===== src/rtl/pwm_ctrl_pkg.sv =====
// Shared types and helpers for the PWM ramp controller.
// Duty values are offset-binary: MID = zero drive, above/below MID = direction A/B.
package pwm_ctrl_pkg;

  localparam int DUTY_W = 16;

  typedef enum logic [1:0] {
    HOLD,
    RAMP,
    DWELL
  } state_e;

  function automatic logic [DUTY_W-1:0] mid_of(input int max_count);
    return DUTY_W'(max_count / 2);
  endfunction

endpackage


===== src/rtl/pwm_ramp_controller_if.sv =====
// Duty command handshake between the command source (master) and the ramp controller (slave).
interface pwm_ramp_controller_if
  import pwm_ctrl_pkg::*;
();

  logic              cmd_valid;
  logic              cmd_ready;
  logic [DUTY_W-1:0] cmd_duty;

  modport master (output cmd_valid, output cmd_duty, input cmd_ready);
  modport slave  (input cmd_valid, input cmd_duty, output cmd_ready);

endinterface


===== src/rtl/pwm_period_timer.sv =====
// PWM period counter (0..MAX_COUNT-1) with a one-cycle period_tick on the last count,
// plus a RAMP_DIV prescaler producing ramp_tick on every RAMP_DIV-th period_tick.
module pwm_period_timer #(
  parameter int MAX_COUNT = 4096,
  parameter int RAMP_DIV  = 1
) (
  input  logic clk,
  input  logic rst_n,
  output logic period_tick,
  output logic ramp_tick
);

  localparam int CNT_W = $clog2(MAX_COUNT);
  localparam int PRE_W = (RAMP_DIV > 1) ? $clog2(RAMP_DIV) : 1;

  logic [CNT_W-1:0] cnt_q, cnt_d;
  logic [PRE_W-1:0] pre_q, pre_d;
  logic             pre_wrap;

  always_comb begin
    // NOTE: every output of a combinational block gets a default first so no path leaves it unassigned (which would infer a latch).
    pre_d       = pre_q;
    period_tick = (cnt_q == CNT_W'(MAX_COUNT - 1));
    pre_wrap    = (pre_q == PRE_W'(RAMP_DIV - 1));
    ramp_tick   = period_tick && pre_wrap;
    cnt_d       = period_tick ? '0 : cnt_q + 1'b1;
    if (period_tick) begin
      pre_d = pre_wrap ? '0 : pre_q + 1'b1;
    end
  end

  // NOTE: state registers use non-blocking assignments so every flop samples pre-edge values.
  always_ff @(posedge clk or negedge rst_n) begin
    if (!rst_n) begin
      cnt_q <= '0;
      pre_q <= '0;
    end else begin
      cnt_q <= cnt_d;
      pre_q <= pre_d;
    end
  end

endmodule


===== src/rtl/pwm_ramp_controller.sv =====
// Slews duty_cycle toward the commanded target in STEP increments on ramp ticks,
// dwelling at MID for DEAD_PERIODS before any direction reversal.
// Optional watchdog: define PWM_RAMP_WDT_EN to return to MID when commands stop.
module pwm_ramp_controller
  import pwm_ctrl_pkg::*;
#(
  parameter int MAX_COUNT    = 4096,
  parameter int STEP         = 256,
  parameter int RAMP_DIV     = 1,
  parameter int DEAD_PERIODS = 2,
  parameter int WDT_PERIODS  = 8
) (
  input  logic                  clk,
  input  logic                  rst_n,
  pwm_ramp_controller_if.slave  cmd,
  output logic [DUTY_W-1:0]     duty_cycle,
  output logic                  busy,
  output logic                  wdt_fault
);

  localparam logic [DUTY_W-1:0]   MID    = mid_of(MAX_COUNT);
  localparam logic [DUTY_W-1:0]   MAX_D  = DUTY_W'(MAX_COUNT);
  localparam logic [DUTY_W-1:0]   STEP_D = DUTY_W'(STEP);
  localparam logic signed [DUTY_W:0] STEP_S = (DUTY_W+1)'(STEP);
  localparam int                  DEAD_W = $clog2(DEAD_PERIODS + 1);

  state_e            state_q, state_d;
  logic [DUTY_W-1:0] duty_q, duty_d;
  logic [DUTY_W-1:0] target_q, target_d;
  logic [DEAD_W-1:0] dead_q, dead_d;

  logic                     period_tick, ramp_tick;
  logic                     accept, wdt_trip, reversal;
  logic [DUTY_W-1:0]        tgt_in, goal, stepped;
  logic signed [DUTY_W:0]   diff;

  pwm_period_timer #(
    .MAX_COUNT (MAX_COUNT),
    .RAMP_DIV  (RAMP_DIV)
  ) u_timer (
    .clk         (clk),
    .rst_n       (rst_n),
    .period_tick (period_tick),
    .ramp_tick   (ramp_tick)
  );

  assign cmd.cmd_ready = (state_q != DWELL);
  assign accept        = cmd.cmd_valid && cmd.cmd_ready;
  assign tgt_in        = (cmd.cmd_duty > MAX_D) ? MAX_D : cmd.cmd_duty;
  assign duty_cycle    = duty_q;
  assign busy          = (state_q != HOLD);

  always_comb begin
    state_d  = state_q;
    duty_d   = duty_q;
    dead_d   = dead_q;
    target_d = target_q;

    // The step uses the target held before this cycle; a command accepted now applies from the next tick.
    reversal = ((duty_q > MID) && (target_q < MID)) || ((duty_q < MID) && (target_q > MID));
    goal     = reversal ? MID : target_q;
    diff     = $signed({1'b0, goal}) - $signed({1'b0, duty_q});
    if (diff > STEP_S)       stepped = duty_q + STEP_D;
    else if (diff < -STEP_S) stepped = duty_q - STEP_D;
    else                     stepped = goal;

    if (wdt_trip) target_d = MID;
    if (accept)   target_d = tgt_in;

    case (state_q)
      HOLD: begin
        if (target_d != duty_q) state_d = RAMP;
      end
      RAMP: begin
        if (ramp_tick) duty_d = stepped;
        if (duty_d == target_d)             state_d = HOLD;
        else if (reversal && duty_d == MID) state_d = DWELL;
      end
      DWELL: begin
        if (period_tick) begin
          if (dead_q == DEAD_W'(DEAD_PERIODS - 1)) begin
            dead_d  = '0;
            state_d = (target_d == MID) ? HOLD : RAMP;
          end else begin
            dead_d = dead_q + 1'b1;
          end
        end
      end
      default: state_d = HOLD;
    endcase
  end

  always_ff @(posedge clk or negedge rst_n) begin
    if (!rst_n) begin
      state_q  <= HOLD;
      duty_q   <= MID;
      target_q <= MID;
      dead_q   <= '0;
    end else begin
      state_q  <= state_d;
      duty_q   <= duty_d;
      target_q <= target_d;
      dead_q   <= dead_d;
    end
  end

`ifdef PWM_RAMP_WDT_EN
  localparam int WDT_W = $clog2(WDT_PERIODS + 1);

  logic [WDT_W-1:0] wdt_cnt_q, wdt_cnt_d;
  logic             wdt_fault_q, wdt_fault_d;

  // An acceptance in the expiry cycle takes priority over the trip.
  always_comb begin
    wdt_cnt_d   = wdt_cnt_q;
    wdt_fault_d = wdt_fault_q;
    wdt_trip    = 1'b0;
    if (accept) begin
      wdt_cnt_d   = '0;
      wdt_fault_d = 1'b0;
    end else if (period_tick && !wdt_fault_q) begin
      if (wdt_cnt_q == WDT_W'(WDT_PERIODS - 1)) begin
        wdt_trip    = 1'b1;
        wdt_fault_d = 1'b1;
        wdt_cnt_d   = '0;
      end else begin
        wdt_cnt_d = wdt_cnt_q + 1'b1;
      end
    end
  end

  always_ff @(posedge clk or negedge rst_n) begin
    if (!rst_n) begin
      wdt_cnt_q   <= '0;
      wdt_fault_q <= 1'b0;
    end else begin
      wdt_cnt_q   <= wdt_cnt_d;
      wdt_fault_q <= wdt_fault_d;
    end
  end

  assign wdt_fault = wdt_fault_q;
`else
  logic unused_wdt_cfg;
  assign unused_wdt_cfg = (WDT_PERIODS > 0);
  assign wdt_trip       = 1'b0;
  assign wdt_fault      = 1'b0;
`endif

endmodule


===== src/flat_wrapper.sv =====
// flat-port wrapper written by rule: the top's interface ports become plain ports
module pwm_ramp_controller_flat import pwm_ctrl_pkg::*;
#(
  parameter int MAX_COUNT    = 4096,
  parameter int STEP         = 256,
  parameter int RAMP_DIV     = 1,
  parameter int DEAD_PERIODS = 2,
  parameter int WDT_PERIODS  = 8
)
  (clk, rst_n, duty_cycle, busy, wdt_fault, cmd_cmd_valid, cmd_cmd_duty, cmd_cmd_ready);
  pwm_ramp_controller_if cmd_i ();
  input  logic clk;
  input  logic rst_n;
  output logic [DUTY_W-1:0] duty_cycle;
  output logic busy;
  output logic wdt_fault;
  input wire logic [$bits(cmd_i.cmd_valid)-1:0] cmd_cmd_valid;
  input wire logic [$bits(cmd_i.cmd_duty)-1:0] cmd_cmd_duty;
  output wire logic [$bits(cmd_i.cmd_ready)-1:0] cmd_cmd_ready;
  assign cmd_i.cmd_valid = cmd_cmd_valid;
  assign cmd_i.cmd_duty = cmd_cmd_duty;
  assign cmd_cmd_ready = cmd_i.cmd_ready;
  pwm_ramp_controller #(.MAX_COUNT(MAX_COUNT), .STEP(STEP), .RAMP_DIV(RAMP_DIV), .DEAD_PERIODS(DEAD_PERIODS), .WDT_PERIODS(WDT_PERIODS)) u_core (.clk(clk), .rst_n(rst_n), .cmd(cmd_i), .duty_cycle(duty_cycle), .busy(busy), .wdt_fault(wdt_fault));
endmodule

===== config.mk =====
export PLATFORM = sky130hd
export DESIGN_NAME = pwm_ramp_controller_flat
export DESIGN_NICKNAME = d
export VERILOG_FILES = /design/src/rtl/pwm_ctrl_pkg.sv /design/src/rtl/pwm_ramp_controller_if.sv /design/src/rtl/pwm_period_timer.sv /design/src/rtl/pwm_ramp_controller.sv /design/src/flat_wrapper.sv
export SDC_FILE = /design/constraint.sdc
export NUM_CORES = 1
export LEC_CHECK = 0
export BUFFER_PORTS_ARGS = -buffer_cell sky130_fd_sc_hd__buf_4
export CAP_MARGIN = 25
export CORE_MARGIN = 1
export CORE_UTILIZATION = 24
export CTS_BUF_LIST = sky130_fd_sc_hd__clkbuf_4
export CTS_CLUSTER_DIAMETER = 120
export DETAILED_ROUTE_END_ITERATION = 7
export PLACE_DENSITY = 0.47
export SLEW_MARGIN = 20
export SYNTH_ARGS = -nofsm -noshare
export SYNTH_HDL_FRONTEND = slang
export SYNTH_SLANG_ARGS = --single-unit

===== constraint.sdc =====
create_clock -name clk -period 6.09 [get_ports clk]
set_input_delay 0.3045 -clock clk [delete_from_list [all_inputs] [get_ports clk]]
set_output_delay 0.3045 -clock clk [all_outputs]
set_load 0.05 [all_outputs]

; After elaboration in Yosys (flattened, before gate mapping)
; Cells that the tools add are included.
[op_classes]
addsub = 6
n_lt_le_gt_ge = 7
eq_ne = 13
muxes = 17
bitwise_logic = 1
n_reduce_logical = 10
[ops]
columns = cell, count
row1 = $mux W16, 7
row2 = $eq A16 B12 Y1 const B, 2
row3 = $gt A16 B12 Y1 const B, 2
row4 = $lt A16 B12 Y1 const B, 2
row5 = $gt A17 B10 Y1 const B, 1
row6 = $lt A17 B9 Y1 const B, 1
row7 = $sub A16 B16 Y17, 1
row8 = $add A16 B9 Y16 const B, 1
row9 = $eq A16 B16 Y1, 1
row10 = $gt A16 B13 Y1 const B, 1
row11 = $ne A16 B16 Y1, 1
row12 = $sub A16 B9 Y16 const B, 1
row13 = $add A12 B1 Y12 const B, 1
row14 = $eq A12 B12 Y1 const B, 1
row15 = $mux W12, 1
row16 = $mux W2, 6
row17 = $ne A2 B1 Y1 const B, 3
row18 = $pmux W2 S3, 1
row19 = $logic_and A1 B1 Y1, 5
row20 = $eq A2 B1 Y1 const B, 2
row21 = $reduce_and A4 Y1, 1
row22 = $ne A3 B1 Y1 const B, 1
row23 = $add A2 B1 Y2 const B, 1
row24 = $eq A2 B2 Y1 const B, 1
row25 = 8 further kinds, 9
[totals]
regBits = 49
inputBits = 19
out_inout_bits = 19
word_cells = 60

; Logic depth before layout (Yosys ltp)
; Gate-level depths: netlist of run 1.
[logic_depth]
depth_word = 15
depth_mapped = 23
mapped_depth_nobuf = 19

; By module
; A second synthesis of run 1 with hierarchy kept.
[unflattened]
hier_cells = 551
area_unflattened_um2 = 4431.8
[modules_own_cells]
columns = mod, n_inst, cells_each, area_per_inst_um2
row1 = pwm_ramp_controller, 1, 499, 3839.9
row2 = pwm_period_timer, 1, 52, 591.8

; Least setup slack after synthesis of run 1
; No wires, ideal clock.
[synth_timing]
path_type = register -> register
start = register u_core.duty_q[3], in the netlist u_core.duty_cycle[3]
end = register u_core.state_q[1]
arrival_ns = 5.302
t_required_ns = 5.970
setup_slack_ns = 0.668
path_stages_with_launch = 22
n_path_buf = 2
synth_period_minus_slack_ns = 5.422
path_cell_list = dfrtp_1 -> nor4_1 -> and3_1 -> nand4_1 -> a41oi_1 -> clkbuf_1 -> nand2_1 -> ha_1 -> fa_1 -> nand2b_1 -> a21oi_1 -> o211ai_1 -> a211oi_1 -> o221ai_1 -> nor3_1 -> a32o_2 -> buf_6 -> mux2i_1 -> a22o_1 -> a2111oi_4 -> nand4_1 -> a31o_1
[synth_via]
elab_chain_cells = 14
[synth_lines]
columns = item, line_no
row1 = from (decl), pwm_ramp_controller.sv:28  ; logic [DUTY_W-1:0] duty_q, duty_d;
row2 = from (signal assigned), pwm_ramp_controller.sv:101  ; duty_q <= duty_d;
row3 = $gt A16 B12 Y1 / $lt A16 B12 Y1 (equally long branches), pwm_ramp_controller.sv:60  ; reversal = ((duty_q > MID) && (target_q < MID)) || ((duty_q < MID) && (target_q > MID));
row4 = $logic_and A1 B1 Y1, pwm_ramp_controller.sv:60
row5 = $logic_or A1 B1 Y1, pwm_ramp_controller.sv:60
row6 = $mux W16, pwm_ramp_controller.sv:61  ; goal = reversal ? MID : target_q;
row7 = $sub A16 B16 Y17, pwm_ramp_controller.sv:62  ; diff = $signed({1'b0, goal}) - $signed({1'b0, duty_q});
row8 = $lt A17 B9 Y1, pwm_ramp_controller.sv:64  ; else if (diff < -STEP_S) stepped = duty_q - STEP_D;
row9 = $mux W16, pwm_ramp_controller.sv:64
row10 = $mux W16, pwm_ramp_controller.sv:63  ; if (diff > STEP_S) stepped = duty_q + STEP_D;
row11 = $mux W16, pwm_ramp_controller.sv:75  ; if (ramp_tick) duty_d = stepped;
row12 = $mux W16, pwm_ramp_controller.sv:70  ; case (state_q)
row13 = $eq A16 B12 Y1, pwm_ramp_controller.sv:77  ; else if (reversal && duty_d == MID) state_d = DWELL;
row14 = $logic_and A1 B1 Y1, pwm_ramp_controller.sv:77
row15 = $ne A3 B1 Y1 (no source line), n/a
row16 = $reduce_and A4 Y1 (no source line), n/a
row17 = to (signal assigned), pwm_ramp_controller.sv:100  ; state_q <= state_d;
row18 = to (decl), pwm_ramp_controller.sv:27  ; state_e state_q, state_d;
; Several ways; a longest one is shown, not always the timed one. The select of a mux whose other input is x is not followed.
; A chain may end at the register's enable or synchronous reset.

; Final worst setup path of run 1
; Ends and elaborated chain as after synthesis.

==> metrics.md, run 1 <==
| Metric | Value |
|---|---|
| R2R Setup Slk | `0.29 ns` |
| Global-route wire length before repair | `25,300 um` |
| CTS buffer count | `5` |
| Worst hold start | `cmd_cmd_duty[9]` |
| HPWL Detailed | `about 13,000 um` |
| Starting density of the core | `24.8%` |
| Net Switching | `0.481 mW` |
| Largest net degree at the start of global routing | `49` |
| Unrepaired setup endpoints after global routing | `no` |
| Critical Path Start Type | `flip-flop` |
| Ratio of cells with drive above 1 in the final layout | `15.2%` |
| Worst vdd ir | `75.8 uV` |
| Fin area | `5380 sq um` |
| Max capacitance violation total | `0` |
| Root Driver | `clkbuf_4` |
| Via count | `4,731` |
| Syn Area/Cell | `8.04 sq um` |
| Crit end category | `flip-flop` |
| R2R Path End | `u_core.state_q[1]` |
| Hold endpoint | `u_core.target_q[9]` |
| Yosys reg bits | `48` |
| Commonest non-fill, non-tap cell in the layout | `nand2_1` |
| Ys Warns | `0` |
| Antenna diode count | `0` |
| Die area | `20,100 sq um` |
| Fmax | `172 MHz` |
| Status | `complete, no violations` |
| Slowest-stage cell, CP | `o41ai_1` |
| Most frequent CP cell | `nand4_1` |
| Initial antenna violation count | `0` |
| Wire per inst | `18.3 um` |
| Area Growth Syn to Fin | `14.8%` |
| Placement Setup Slack | `0.216 ns` |
| Final std cells w/o fill | `878` |
| Finish-stage setup viols | `0` |
| Congestion Overflow GR | `0` |
| Final setup margin | `0.290 ns` |
| Post-DRT Antenna Nets | `0` |
| Fillers | `2,102` |
| Slew at the pin with the worst max-slew slack | `0.710 ns` |
| CTS Sinks | `48` |
| First-iteration detailed-routing DRC count | `between 300 and 400` |
| Vias in the first global route | `4,544` |
| Share of total power in the clock network | `between 15 and 20%` |
| DRT Pass-1 Iters | `5` |
| Critical path type | `reg -> reg` |
| Synthesized cell area | `4690 sq um` |
| Num ports | `38` |
| Core Region | `18,900 sq um` |
| Hold Vio Cnt, Final | `0` |
| Worst EP required | `6.38 ns` |
| CP top delay family | `simple AND/OR/NAND/NOR gates` |
| Synth Instances | `583` |
| Nets | `657` |
| Clock period minus worst slack | `5.80 ns` |
| Most frequent cells in the layout | `nand2_1 (62), buf_4 (56), dfrtp_1 (46)` |
| R2R depth | `21` |
| Max Buffers Root-to-Sink | `2` |
| Critical Path Fanout Max | `19` |
| Post-synth EDFFs | `0` |
| Top_reg_cell synth | `dfrtp_1` |
| Vias per cell | `5.39` |
| Pwr Density | `~200 nW/um^2` |
| FP Rows | `50` |
| PortBufs | `36` |
| Post-DP Area | `5300 sq um` |
| Leak Pwr | `2.40 nW` |
| Setup_tns | `0 ns` |
| Post-CTS setup buffer count | `0` |
| Sequential area share after synthesis | `25.7%` |
| Placed cells | `869` |
| GR Util All Layers | `about 16%` |
| Final Max Tran Viols | `0` |
| CTS tree | `yes` |
| Max-slew headroom | `52.0%` |
| RR Startpoint | `u_core.duty_cycle[3]` |
| Min-Delay Path Class | `in -> reg` |
| Remaining routing DRC violations | `0` |
| P_int | `0.584 mW` |
| WP data arrival | `6.09 ns` |
| Reg clk slew, reported paths | `approximately 0.15 ns` |
| Buffer and inverter count on the worst path | `2` |
| Worst path cell trace | `nor4_1 -> and3_1 -> nand4_1 -> a41oi_1 -> buf_12 -> nand2_1 -> ha_1 -> fa_1 -> nand2b_1 -> a21boi_0 -> o221ai_1 -> o41a_1 -> o41ai_1 -> and4_4 -> buf_4 -> o22ai_1 -> o211ai_1 -> nand3_1 -> nor4_2 -> nand4_1 -> a31o_1` |
| Synth cell types | `86` |
| Clock skew | `about 0.016 ns` |
| Asr flop ratio synth | `100%` |
| Logic gate share of total power | `53.4%` |
| Switch share | `45.2%` |
| Clk_lat worst skew | `0.38 ns` |
| CTS H-Tree Depth | `2` |
| Die H | `142 um` |
| Drt total wl | `16,000 um` |
| Syn nets | `623` |
| Worst hold path depth | `3` |
| Final period util | `95.2%` |
| CP peak stage delay | `a little over 0.6 ns` |
| Die W | `142 um` |
| Placer Congestion | `0.931` |
| Flop pwr share | `31.5%` |
-- worst reg2reg max path: stages (launching register included) --
cell,delay (ns)
dfrtp_1,0.48
nor4_1,0.29
and3_1,0.28
nand4_1,0.14
a41oi_1,0.35
buf_12,0.19
nand2_1,0.10
ha_1,0.22
fa_1,0.38
nand2b_1,0.20
a21boi_0,0.29
o221ai_1,0.17
o41a_1,0.13
o41ai_1,0.61
and4_4,0.45
buf_4,0.19
o22ai_1,0.14
o211ai_1,0.20
nand3_1,0.20
nor4_2,0.35
nand4_1,0.14
a31o_1,0.22
-- worst max-delay path by stage --
stage                               from           endpoint  slack (ns)  cells past startpoint
detailed placement  u_core.duty_cycle[3]  u_core.state_q[1]        0.22                     20
finish              u_core.duty_cycle[3]  u_core.state_q[1]        0.29                     21
floorplan           u_core.duty_cycle[3]  u_core.state_q[1]        0.67                     21
CTS                 u_core.duty_cycle[3]  u_core.state_q[1]        0.17                     20
global route        u_core.duty_cycle[3]  u_core.state_q[1]        0.02                     21
global placement    u_core.duty_cycle[3]  u_core.state_q[1]        0.25                     20
-- cell usage after synthesis (all sizes together) (6+ instances only) --
cell	n	area share (%)
nand2	62	5.0
nor2	37	3.0
and3	17	2.3
inv	43	3.4
a21oi	25	2.9
xnor2	28	5.2
nor4	15	2.5
dfrtp	46	25
mux2	6	1.4
mux2i	13	2.8
ha	20	5.3
nand2b	6	0.80
buf	10	1.6
o21ai	24	2.6
a22oi	10	1.6
nand3	19	2.0
clkbuf	21	1.7
and2	19	2.5
o211ai	11	1.8
xor2	10	1.9
a21boi	6	0.96
a31oi	7	0.93
nor3	20	2.1
a221oi	6	1.4
nand4	12	1.6
-- flip-flops by register name, indices dropped and copies added, names as in the netlist --
name,flops
u_core.target_q,16
u_core.state_q,2
u_core.duty_cycle,16
u_core.dead_q,2
u_core.u_timer.cnt_q,12
-- final cells by class --
class                      count  area, sq um  share of cell area (%)
clock buffer                   7         52.6                   0.977
clock inverter                 1         5.00                  0.0930
inverter                      45          169                    3.14
multi-input combinational    459         3170                    59.0
sequential                    48         1200                    22.4
tap                          260          325                    6.05
timing repair buffer          58          450                    8.37
-- cells by family (layout without fill, tap and decap cells) --
family | after synthesis | count (layout) | synth area share, %
AND/OR/NAND/NOR | 224 | 224 | 24.7
AO/OA/AOI/OAI | 156 | 156 | 25.5
buffers and inverters | 76 | 111 | 6.94
flip-flops | 48 | 48 | 25.7
XOR/XNOR | 38 | 38 | 7.10
adder cells (fa/ha/maj) | 21 | 21 | 5.77
multiplexers | 19 | 19 | 4.22
other | 1 | 1 | 0.0800
-- power groups by stage --
stage	registers, mW	logic, mW	clock network (mW)
after floorplan	0.351	0.381	0
after global placement	0.340	0.549	0
after detailed placement	0.341	0.549	0
after CTS	0.335	0.552	0.168
after global routing	0.336	0.609	0.182
final	0.335	0.568	0.161
-- per-layer routing --
| layer | vias to the layer above | part of all wire (%) | track usage, % |
|---|---|---|---|
| met2 | 161 | 46 | 24.9 |
| li1 | 2213 | - | - |
| met1 | 2341 | 46 | 22.5 |
| met3 | 16 | 6.9 | 3.41 |
| met5 | - | 0 | 0 |
| met4 | 0 | 1.1 | 3.62 |
-- repair_timing --
item                       in CTS  in global routing
hold endpoints to repair       46                  0
resized for setup               0                  6
hold buffers                    1                  0
setup endpoints to repair       0                  2
-- per-stage QoR --
step                      power, mW  hold slack [ns]  utilization, %
final                          1.06            0.298            28.5
after global routing           1.13            0.284            28.5
after CTS                      1.06            0.271            28.4
after detailed placement      0.890            0.375            28.0
after global placement        0.889            0.377            28.0
after floorplan               0.732          0.00891               -
No activity file was read; power rests on OpenSTA's default activity.
==> run 2, diff against run 1 <==
--- a/config.mk
+++ b/config.mk
@@ -7,6 +7,7 @@
 export LEC_CHECK = 0
 export BUFFER_PORTS_ARGS = -buffer_cell sky130_fd_sc_hd__buf_4
 export CAP_MARGIN = 25
+export CORE_ASPECT_RATIO = 1.1
 export CORE_MARGIN = 1
 export CORE_UTILIZATION = 24
 export CTS_BUF_LIST = sky130_fd_sc_hd__clkbuf_4
==> metrics.md, run 2 (synthesized netlist as in run 1, its figures left out) <==
| Metric | Value |
|---|---|
| Critical Path Fanout Max | `15` |
| Placed cells | `approximately 860` |
| Finish-stage setup viols | `0` |
| Drt total wl | `15,800 um` |
| Congestion Overflow GR | `0` |
| FP Rows | `53` |
| R2R depth | `19` |
| P_int | `roughly 0.65 mW` |
| Final period util | `a little over nine tenths` |
| PortBufs | `36` |
| CTS H-Tree Depth | `2` |
| Critical Path Start Type | `flip-flop` |
| Metal3 WL | `between 1000 and 1500 um` |
| Num ports | `38` |
| Post-DRT Antenna Nets | `0` |
| Max capacitance violation total | `0` |
| Met2 Routed Length | `about 7400 um` |
| Pwr Density | `208 nW/um^2` |
| Worst hold start | `cmd_cmd_duty[9]` |
| R2R Path End | `u_core.state_q[1]` |
| Via count | `4,732` |
| WP data arrival | `about 6.1 ns` |
| First-iteration detailed-routing DRC count | `439` |
| Most frequent cells in the layout | `nand2_1 (62), buf_4 (58), dfrtp_1 (46)` |
| Remaining routing DRC violations | `0` |
| Area Growth Syn to Fin | `15.5%` |
| Largest net degree at the start of global routing | `49` |
| Root Driver | `clkbuf_4` |
| Share of total power in the clock network | `between 20% and 30%` |
| FF/Latch Area | `1200 sq um` |
| Slowest-stage cell, CP | `or4_4` |
| CTS buffer count | `5` |
| Worst path cell trace | `nor4_1 -> a31o_2 -> a21oi_1 -> a41oi_2 -> buf_4 -> and2_1 -> ha_1 -> a21o_1 -> a22oi_1 -> a21boi_1 -> a21boi_1 -> o221ai_1 -> or4_4 -> nor3_1 -> o31ai_1 -> and2_1 -> nor4_1 -> nor4b_4 -> a31o_1` |
| Clock skew | `0.0130 ns` |
| Max Buffers Root-to-Sink | `2` |
| Multi-input combinational cell area | `3190 sq um` |
| Unrepaired setup endpoints after global routing | `no` |
| Logic gate share of total power | `49.5%` |
| CP top delay family | `simple AND/OR/NAND/NOR gates` |
| Flop pwr share | `between 20% and 30%` |
| Clk_lat worst skew | `0.38 ns` |
| Nets | `approximately 660` |
| Ratio of cells with drive above 1 in the final layout | `15.4%` |
| CTS Sinks | `48` |
| Leak Pwr | `2.42 nW` |
| Hold endpoint | `u_core.target_q[9]` |
| Top Metal Used | `met4` |
| Crit end category | `flip-flop` |
| Slew at the pin with the worst max-slew slack | `0.846 ns` |
| HPWL Detailed | `approximately 12,000 um` |
| Die area | `20,100 sq um` |
| Fmax | `174 MHz` |
| Net Switching | `0.475 mW` |
| Critical path type | `reg -> reg` |
| Final std cells w/o fill | `866` |
| RR Startpoint | `u_core.target_q[5]` |
| Die W | `135 um` |
| Buffer and inverter count on the worst path | `1` |
| Reg clk slew, reported paths | `0.14 ns` |
| Max-slew headroom | `between 40 and 50%` |
| Global-route wire length before repair | `roughly 25,000 um` |
| Commonest non-fill, non-tap cell in the layout | `nand2_1` |
| Vias in the first global route | `4,465` |
| Met1 wire length | `6900 um` |
| CTS tree | `yes` |
| Final setup margin | `0.330 ns` |
| Worst EP required | `6.42 ns` |
| Initial antenna violation count | `1` |
| Worst vdd ir | `120 uV` |
| Placer Congestion | `about 0.95` |
| Min-Delay Path Class | `in -> reg` |
| Post-CTS setup buffer count | `0` |
| Final Max Tran Viols | `0` |
| Die H | `149 um` |
| Switch share | `a little over two fifths` |
| Starting density of the core | `24.5%` |
| GR Util All Layers | `15.7%` |
| Setup_tns | `0 ns` |
| Hold Vio Cnt, Final | `0` |
| Wire per inst | `between 15 and 20 um` |
| Vias per cell | `between 5 and 6` |
| Status | `complete, no violations` |
| R2R Setup Slk | `between 0.3 and 0.4 ns` |
| Worst hold path depth | `3` |
| Core Region | `19,100 sq um` |
| CP peak stage delay | `between 0.6 and 0.7 ns` |
| Fillers | `2,077` |
| Placement Setup Slack | `0.0462 ns` |
| Clock period minus worst slack | `5.76 ns` |
| DRT Pass-1 Iters | `6` |
[run 2: power groups by stage]
stage	clock, mW	combinational (mW)	sequential, mW
final	0.234	0.556	0.334
after global routing	0.255	0.601	0.337
after CTS	0.243	0.541	0.334
after detailed placement	0	0.536	0.340
after global placement	0	0.536	0.341
after floorplan	0	0.381	0.351
[run 2: what timing repair did]
item,in CTS,in global routing
resized for setup,1,6
endpoints found under the setup margin,1,3
pin swaps,0,1
endpoints found under the hold margin,46,0
hold buffers,1,0
[run 2: how the worst max path moves through the flow]
stage | start | endpoint | slack [ns] | cells after the start
3_5_place_dp | u_core.duty_cycle[3] | u_core.state_q[1] | 0.05 | 20
3_3_place_gp | u_core.duty_cycle[1] | u_core.state_q[1] | 0.08 | 19
2_1_floorplan | u_core.duty_cycle[3] | u_core.state_q[1] | 0.67 | 21
4_1_cts | u_core.duty_cycle[3] | u_core.state_q[1] | 0.08 | 20
5_1_grt | u_core.target_q[5] | u_core.state_q[1] | 0.02 | 20
6_report | u_core.target_q[5] | u_core.state_q[1] | 0.33 | 19
[run 2: tightest hold or removal path: stages]
cell	delay, ns
buf_4	0.09
a22oi_1	0.11
inv_1	0.12
[run 2: final cells by class]
| class | instances | area share, % |
|---|---|---|
| clock inverters | 2 | 1.11 |
| multi-input cells | 459 | 58.9 |
| repair buffers | 59 | 8.23 |
| flip-flops and latches | 48 | 22.2 |
| clock buffers | 5 | 0.693 |
| diodes | 1 | 0.0462 |
| inverters | 45 | 3.12 |
| well taps | 247 | 5.71 |
[run 2: metal layers]
layer | GRT usage (%) | vias to the layer above
met4 | 4.89 | 0
met3 | 2.59 | 27
met5 | 0 | -
met2 | 25.6 | 213
met1 | 21.1 | 2271
li1 | - | 2221
[run 2: per-stage QoR]
step | hold slack (ns) | instance area (sq um) | power (mW) | utilization [%]
2_1_floorplan | 0.00891 | 4690 | 0.732 | -
3_3_place_gp | 0.382 | 5270 | 0.877 | 27.6
3_5_place_dp | 0.367 | 5270 | 0.876 | 27.6
4_1_cts | 0.244 | 5380 | 1.12 | 28.2
5_1_grt | 0.267 | 5410 | 1.19 | 28.3
6_report | 0.276 | 5410 | 1.12 | 28.3
